<file path="config.mk">
export PLATFORM = sky130hd
export DESIGN_NAME = pipe_skid_stage
export DESIGN_NICKNAME = d
export VERILOG_FILES = /design/src/rtl/pipe_skid_stage.sv
export SDC_FILE = /design/constraint.sdc
export NUM_CORES = 1
export LEC_CHECK = 0
export CORE_MARGIN = 1.5
export CORE_UTILIZATION = 30
export DETAILED_ROUTE_END_ITERATION = 12
export SKIP_LAST_GASP = 1
export SLEW_MARGIN = 20
export SYNTH_ARGS = -nofsm -noshare
export SYNTH_HDL_FRONTEND = slang
export SYNTH_SLANG_ARGS = --single-unit
</file>
<file path="constraint.sdc">
create_clock -name i_clk -period 3.25 [get_ports i_clk]
set_input_delay 0.325 -clock i_clk [delete_from_list [all_inputs] [get_ports i_clk]]
set_output_delay 0.325 -clock i_clk [all_outputs]
set_load 0.01 [all_outputs]
</file>
<file path="src/rtl/pipe_skid_stage.sv">
// pipe_skid_stage
//   Two-entry skid buffer for a fetch/decode pipeline boundary. MAIN drives the
//   output; SKID catches one entry when downstream stalls. o_ready is decoded
//   from registered state only, so there is no combinational path from i_ready
//   or i_valid to o_ready.
//
// Ports
//   i_clk          stage clock
//   i_reset        synchronous active-high reset (wins over everything)
//   i_flush        synchronous discard of all held entries, clears o_halted
//   i_valid/o_ready/i_data/i_halt   upstream handshake and payload
//   o_valid/i_ready/o_data/o_halt   downstream handshake and payload
//   o_halted       sticky: a halt entry was accepted, intake closed
//   o_occupancy    number of held entries (0..2)
//   o_stall_count  saturating count of cycles with o_valid=1 and i_ready=0
module pipe_skid_stage #(
    parameter int DATA_SIZE = 64,
    parameter int CNT_SIZE  = 16
) (
    input  logic                 i_clk,
    input  logic                 i_reset,
    input  logic                 i_flush,
    input  logic                 i_valid,
    output logic                 o_ready,
    input  logic [DATA_SIZE-1:0] i_data,
    input  logic                 i_halt,
    output logic                 o_valid,
    input  logic                 i_ready,
    output logic [DATA_SIZE-1:0] o_data,
    output logic                 o_halt,
    output logic                 o_halted,
    output logic [1:0]           o_occupancy,
    output logic [CNT_SIZE-1:0]  o_stall_count
);

    logic                 main_valid_q, main_valid_d;
    logic [DATA_SIZE-1:0] main_data_q,  main_data_d;
    logic                 main_halt_q,  main_halt_d;
    logic                 skid_valid_q, skid_valid_d;
    logic [DATA_SIZE-1:0] skid_data_q,  skid_data_d;
    logic                 skid_halt_q,  skid_halt_d;
    logic                 halted_q,     halted_d;
    logic [CNT_SIZE-1:0]  stall_q,      stall_d;

    logic accept_s;
    logic xfer_s;

    // Intake is closed while SKID holds an entry or after a halt was accepted.
    assign o_ready  = ~skid_valid_q & ~halted_q;
    assign accept_s = i_valid & o_ready;
    assign xfer_s   = main_valid_q & i_ready;

    assign o_valid       = main_valid_q;
    assign o_data        = main_data_q;
    assign o_halt        = main_halt_q;
    assign o_halted      = halted_q;
    assign o_occupancy   = {1'b0, main_valid_q} + {1'b0, skid_valid_q};
    assign o_stall_count = stall_q;

    // Next-state for the two entries, the halt latch and the stall counter.
    always_comb begin
        main_valid_d = main_valid_q;
        main_data_d  = main_data_q;
        main_halt_d  = main_halt_q;
        skid_valid_d = skid_valid_q;
        skid_data_d  = skid_data_q;
        skid_halt_d  = skid_halt_q;
        halted_d     = halted_q;
        stall_d      = stall_q;

        if (i_flush) begin
            // Flush drops everything, including any entry offered this cycle.
            main_valid_d = 1'b0;
            main_data_d  = {DATA_SIZE{1'b0}};
            main_halt_d  = 1'b0;
            skid_valid_d = 1'b0;
            skid_data_d  = {DATA_SIZE{1'b0}};
            skid_halt_d  = 1'b0;
            halted_d     = 1'b0;
        end else begin
            if (xfer_s) begin
                if (skid_valid_q) begin
                    // SKID refills MAIN; o_ready was 0 so no accept can collide.
                    main_data_d  = skid_data_q;
                    main_halt_d  = skid_halt_q;
                    skid_valid_d = 1'b0;
                end else if (accept_s) begin
                    main_data_d = i_data;
                    main_halt_d = i_halt;
                end else begin
                    // MAIN drains; data/halt keep their last value.
                    main_valid_d = 1'b0;
                end
            end else if (accept_s) begin
                if (main_valid_q) begin
                    skid_valid_d = 1'b1;
                    skid_data_d  = i_data;
                    skid_halt_d  = i_halt;
                end else begin
                    main_valid_d = 1'b1;
                    main_data_d  = i_data;
                    main_halt_d  = i_halt;
                end
            end else begin
                main_valid_d = main_valid_q;
            end

            if (accept_s && i_halt) begin
                halted_d = 1'b1;
            end else begin
                halted_d = halted_q;
            end
        end

        // Stall counting ignores flush and saturates at all-ones.
        if (main_valid_q && !i_ready && (stall_q != {CNT_SIZE{1'b1}})) begin
            stall_d = stall_q + {{(CNT_SIZE-1){1'b0}}, 1'b1};
        end else begin
            stall_d = stall_q;
        end
    end

    // State registers with synchronous reset taking priority over all traffic.
    always_ff @(posedge i_clk) begin
        if (i_reset) begin
            main_valid_q <= 1'b0;
            main_data_q  <= {DATA_SIZE{1'b0}};
            main_halt_q  <= 1'b0;
            skid_valid_q <= 1'b0;
            skid_data_q  <= {DATA_SIZE{1'b0}};
            skid_halt_q  <= 1'b0;
            halted_q     <= 1'b0;
            stall_q      <= {CNT_SIZE{1'b0}};
        end else begin
            main_valid_q <= main_valid_d;
            main_data_q  <= main_data_d;
            main_halt_q  <= main_halt_d;
            skid_valid_q <= skid_valid_d;
            skid_data_q  <= skid_data_d;
            skid_halt_q  <= skid_halt_d;
            halted_q     <= halted_d;
            stall_q      <= stall_d;
        end
    end

endmodule
</file>
==> results.toml <==
[place]
hpwl_mm = 9.73
dpl.cell_count = 1068
io_buffers = 155
globalplace.congestion = 0.729

[synth]
yosysUniqueCellTypes = 39
synth_cells = 693
synth_top_family_by_area = "simple AND/OR/NAND/NOR gates"
netlist_area_um2 = 6100
muxShareOfSynthArea = 0.117
synth-main-ff-cell = "dfxtp_1"
synth_warnings = 0
avgSynthCellArea_um2 = 8.80
synth_edf_count = 0
synth.largest_area_cell = "dfxtp_1"
synth_compound_area_frac = 0.159
synth_fp_nets = 766
synth-adder-area-share = 0.00615
synth_simple_gate_area_frac = 0.185
ys_seq_elements = 149
synth_top_cells_by_area = "dfxtp_1 49%, mux2i_1 11%, nand2_1 8.7%"
synth_top_area_frac = 0.489
yosys-top-cells-count = "149 x dfxtp_1, 141 x nand2_1, 77 x a21oi_1"
synth_most_common_cell = "dfxtp_1"
yosysSeqAreaShare = 0.489
async_flop_share = 0
synth_xor_area_frac = 0.00144

[worst_setup_path]
critPathKind = "reg2reg"
crit_required_ns = 3.57
cp.arrival_ns = 2.50
r2r_slack_ns = 1.08
start_kind = "flip-flop"
crit_fanout = 36
cp-end-kind = "flip-flop"

[sta]
min_period_over_period = 0.669
hold_viol = 0
rsz0062_at_grt = "false"
layout_min_cycle_time_ns = 2.17
finalClockSkew_ns = 0.0101
setup_viol = 0
max_freq_ghz = 0.460
drv_slew = 0
worst_pin_slew_ns = 0.651
tns_ns = 0
slew_headroom = 0.566

[power_and_ir_drop]
irDropWorstVdd_mv = 0.375
power_density_nw_per_um2 = 513
p_leak_uw = 0.00328

[clock_network]
cts_tree = "built"
cts_made_buffers = 17
cts_setup_buffers = 0
clockRootBuffer = "clkbuf_16"
insertion_delay_ns = 0.42
cts_resized = 0
cts-htree-levels = 4
ctsHoldBuffers = 0
clkSlewWorstSetupHoldPaths_ns = 0.06
clockBufferDepth = 2
clkSinkCount = 149

[drt]
num_vias = 5141
wire_per_inst_um = 13.9
wl_mm = 15.3
drcViolationCount = 0
drt_iter0_drc = 181
firstDrtPassIters = 4
routed_via_density = 4.67
antenna_left = 0

[global_route]
grt_max_degree = 109
grt-ovfl-total = 0
grt_pass1_wl_mm = 25.6
grt_pass1_vias = 4714
antenna_found_initial = 0
track_usage = 0.150

[floorplan]
die-area_um2 = 21200
io_pins = 156
rows = 51
core-area_um2 = 19700
die_h_um = 146
die_x_um = 146
start_util = 0.309

[run_status]
status = "complete, no violations"

[min_path]
min_path_type = "reg2reg"

[finish]
drive_gt1_frac = 0.0647
diodes = 0
num-nets-final = 895
fillers = 1933
syn_to_final_growth_pct = 39.4
final_cells = 1100

[run]
drv_cap = 0
sequential cells by signal, indices dropped and copies added (netlist names):
| signal | count |
|---|---|
| o_halt | 1 |
| o_valid | 1 |
| skid_valid_q | 1 |
| o_halted | 1 |
| o_stall_count | 16 |
| o_data | 64 |
| skid_data_q | 64 |
| skid_halt_q | 1 |
report_power, final:
part           internal [uW]  leakage, uW  switching [uW]
clock                   1330     0.000309             751
sequential              1870      0.00121            24.7
combinational            199      0.00177             191
total                   3400      0.00328             966
logic make-up (layout without fill, tap and decap cells):
group / after synthesis / count (layout)
adders and majority gates: 3 / 3
muxes: 71 / 71
buffers and inverters: 57 / 199
DFF: 149 / 149
and+or+nand+nor: 257 / 257
xor gates and xnor gates: 1 / 1
AOI/OAI and AO/OA: 155 / 155
placed cells by master (no fill, tap or decap), drive strengths merged, types with 2 or more instances in the layout:
cell           count
a211oi            67
mux2               3
ha                 3
mux2i             68
and3               3
inv                3
or3                7
clkinv             3
o21ai              6
o31ai              3
buf                9
bufinv             3
a21oi             77
nor2              76
nor4               3
nor3b              3
nor2b              4
nand4              5
or2                2
nand3              4
nand2b             3
dfxtp            149
nand2            141
clkbuf            25
clkdlybuf4s50    155
stage by stage:
stage / area [um^2] / util / hold slack (ns) / total power (uW) / worst slack (ns)
floorplan: 6100 / - / 0.436 / 2110 / 1.52
global placement: 7870 / 0.399 / 0.441 / 2320 / 0.796
detailed placement: 7870 / 0.399 / 0.446 / 2330 / 0.756
CTS: 8500 / 0.431 / 0.454 / 4430 / 1.09
global route: 8500 / 0.431 / 0.466 / 4560 / 0.912
finish: 8500 / 0.431 / 0.451 / 4360 / 1.08
worst paths after layout:
kind | cells past startpoint | endpoint | from
worst min-delay path | 2 | skid_data_q[2] | skid_data_q[2]
worst max register to register | 4 | o_data[29] | o_valid
worst max-delay path | 4 | o_data[29] | o_valid
worst min register to register | 2 | skid_data_q[2] | skid_data_q[2]
worst max-delay path, stage by stage, from the launching register on:
cell and delay (ns):
dfxtp_1 0.60, nand3_4 0.60, buf_12 0.42, mux2i_1 0.16, a211oi_1 0.24
area by class of cell:
| type | count | area, um^2 | area share |
|---|---|---|---|
| clock buffer | 25 | 515 | 0.0606 |
| clock inverter | 7 | 116 | 0.0137 |
| inverter | 3 | 11.3 | 0.00132 |
| timing repair buffer | 164 | 1660 | 0.195 |
| tap | 265 | 332 | 0.0390 |
| sequential | 149 | 2980 | 0.351 |
| multi-input combinational | 487 | 2890 | 0.340 |
per-layer routing:
metal / routed length, um / GRT usage / up-vias
met4: 115 / 0.0429 / 0
met3: 765 / 0.0495 / 5
met2: 7140 / 0.235 / 103
li1: - / - / 2671
met1: 7310 / 0.197 / 2362
met5: 0 / 0 / -
Note: power is estimated with default switching activity, not from simulation.
==> patch: new RTL, same settings <==
Register the output `o_stall_count` once more, without a reset; this adds one clock of latency there. The other outputs are not delayed to match. Comments in the files are not updated.
--- a/src/rtl/pipe_skid_stage.sv
+++ b/src/rtl/pipe_skid_stage.sv
@@ -56,5 +56,7 @@
     assign o_halted      = halted_q;
     assign o_occupancy   = {1'b0, main_valid_q} + {1'b0, skid_valid_q};
-    assign o_stall_count = stall_q;
+    always_ff @(posedge i_clk) begin
+        o_stall_count <= stall_q;
+    end
 
     // Next-state for the two entries, the halt latch and the stall counter.
Formal check against the unedited RTL: not equivalent (Yosys sat finds a counterexample within 4 cycles, from zero or initial values and one cycle with i_reset high).
==> patch against the original RTL <==
Clock skew up 0.0039 ns. Worst setup slack worse by 0.077 ns. Non-clock buffer count up 1. Cell area up 3.7%. Wire length up 2.3%. Area after synthesis up 4.3%. Sequential cell count up 16. Total power up 5.1%. Critical endpoint is now o_data[34]$_SDFFE_PP0P_. Cell count up 1.9%.
==> patch: results (changes against the original RTL) <==
Finish
  – Nets: 908 (+1.5%)
  – Share of cells above drive strength 1: 0.0615 (-0.00320)

Global routing
  – Vias in the first global route: 4741 (+0.57%)
  – Met2 Use GR: 0.219 (-0.0169)
  – Largest net degree at the start of global routing: 69 (-37%)
  – Routing usage on met1: 0.193 (-0.00389)

Synthesis
  – Syn nets: 777 (+1.4%)
  – Sequential fraction of the synthesis area: 0.519 (+0.0304)
  – Post-synth top cells: 165 x dfxtp_1, 133 x nand2_1, 77 x nor2_1, 73 x a21oi_1, 69 x a211oi_1
  – Synth top area cells: dfxtp_1 52%, mux2i_1 11%, a211oi_1 8.1%
  – XOR/XNOR share of the synthesized area: 0 (-0.00144)
  – Post-synthesis compound-gate area fraction: 0.156 (-0.00336)
  – Avg Inst Size Synth: 9.04 um2 (+2.6%)
  – Mux cell area share after synthesis: 0.111 (-0.00636)
  – Post-Synth Adder-Cell Area: 0.00590 (-0.000252)

Outcome
  – Status: finished, final reports clean

STA
  – Hold WS: 0.386 ns (-0.0658 ns)
  – Slew margin rel.: 0.529 (-0.0372)
  – Skew final: 0.0140 ns (+0.00389 ns)

Route
  – DRT met1 WL: 7.53 mm (+3.0%)
  – Vias after detailed routing: 5222 (+1.6%)
  – Via density: 4.66 (-0.33%)
  – DR iter-0 viols: 176 (-2.8%)
  – Met3 wire length: 1.05 mm (+37%)
  – Drt total wl: 15.7 mm (+2.3%)

Setup path
  – CP max FO: 68 (+89%)
  – Reg2reg path depth: 7 (+3)
  – Slowest stage delay, CP: 0.50 ns (-0.10 ns)
  – Slowest CP cell: nor3b_1
  – Critical path's top delay family: simple AND/OR/NAND/NOR gates

Place
  – HPWL Detailed: 9.98 mm (+2.5%)
  – Placed cell area: 0.00821 mm2 (+4.2%)
  – DP Worst Slack: 0.609 ns (-0.146 ns)
  – Placed cells: 1091 (+2.2%)

Power
  – Final Total Pwr: 0.00458 W (+5.1%)
  – Switching pwr: 0.00101 W (+4.8%)
  – Peak VDD IR: 0.344 mV (-8.4%)
  – Leakage power total: 3.37 nW (+2.8%)

Clock tree
  – H-tree depth: 4 (unchanged)

Worst hold path
  – Hold Path Cell Cnt: 0 (-2)
[patch: cell count changes after synthesis, moves of 4 or more]
| cell | change |
|---|---|
| dfxtp_1 | +16 |
| clkbuf_1 | +11 |
| buf_2 | -8 |
| nand2_1 | -8 |
| or3_1 | -5 |
| a21oi_1 | -4 |
| buf_4 | -4 |
| inv_1 | +4 |
[patch: worst paths after layout]
kind                                                 end                       from
worst min-delay path            o_stall_count[5]$_DFF_P_    stall_q[5]$_SDFFE_PP0P_
worst max register to register   o_data[34]$_SDFFE_PP0P_  skid_valid_q$_SDFFE_PP0P_
worst max-delay path             o_data[34]$_SDFFE_PP0P_  skid_valid_q$_SDFFE_PP0P_
worst min register to register  o_stall_count[5]$_DFF_P_    stall_q[5]$_SDFFE_PP0P_
[patch: layout make-up]
type	count	area, um2
multi-input cells	481	2850
clock inverters	7	119
clock buffers	23	498
fillers	2063	12100
flip-flops and latches	165	3300
well taps	275	344
repair buffers	165	1690
inverters	5	18.8
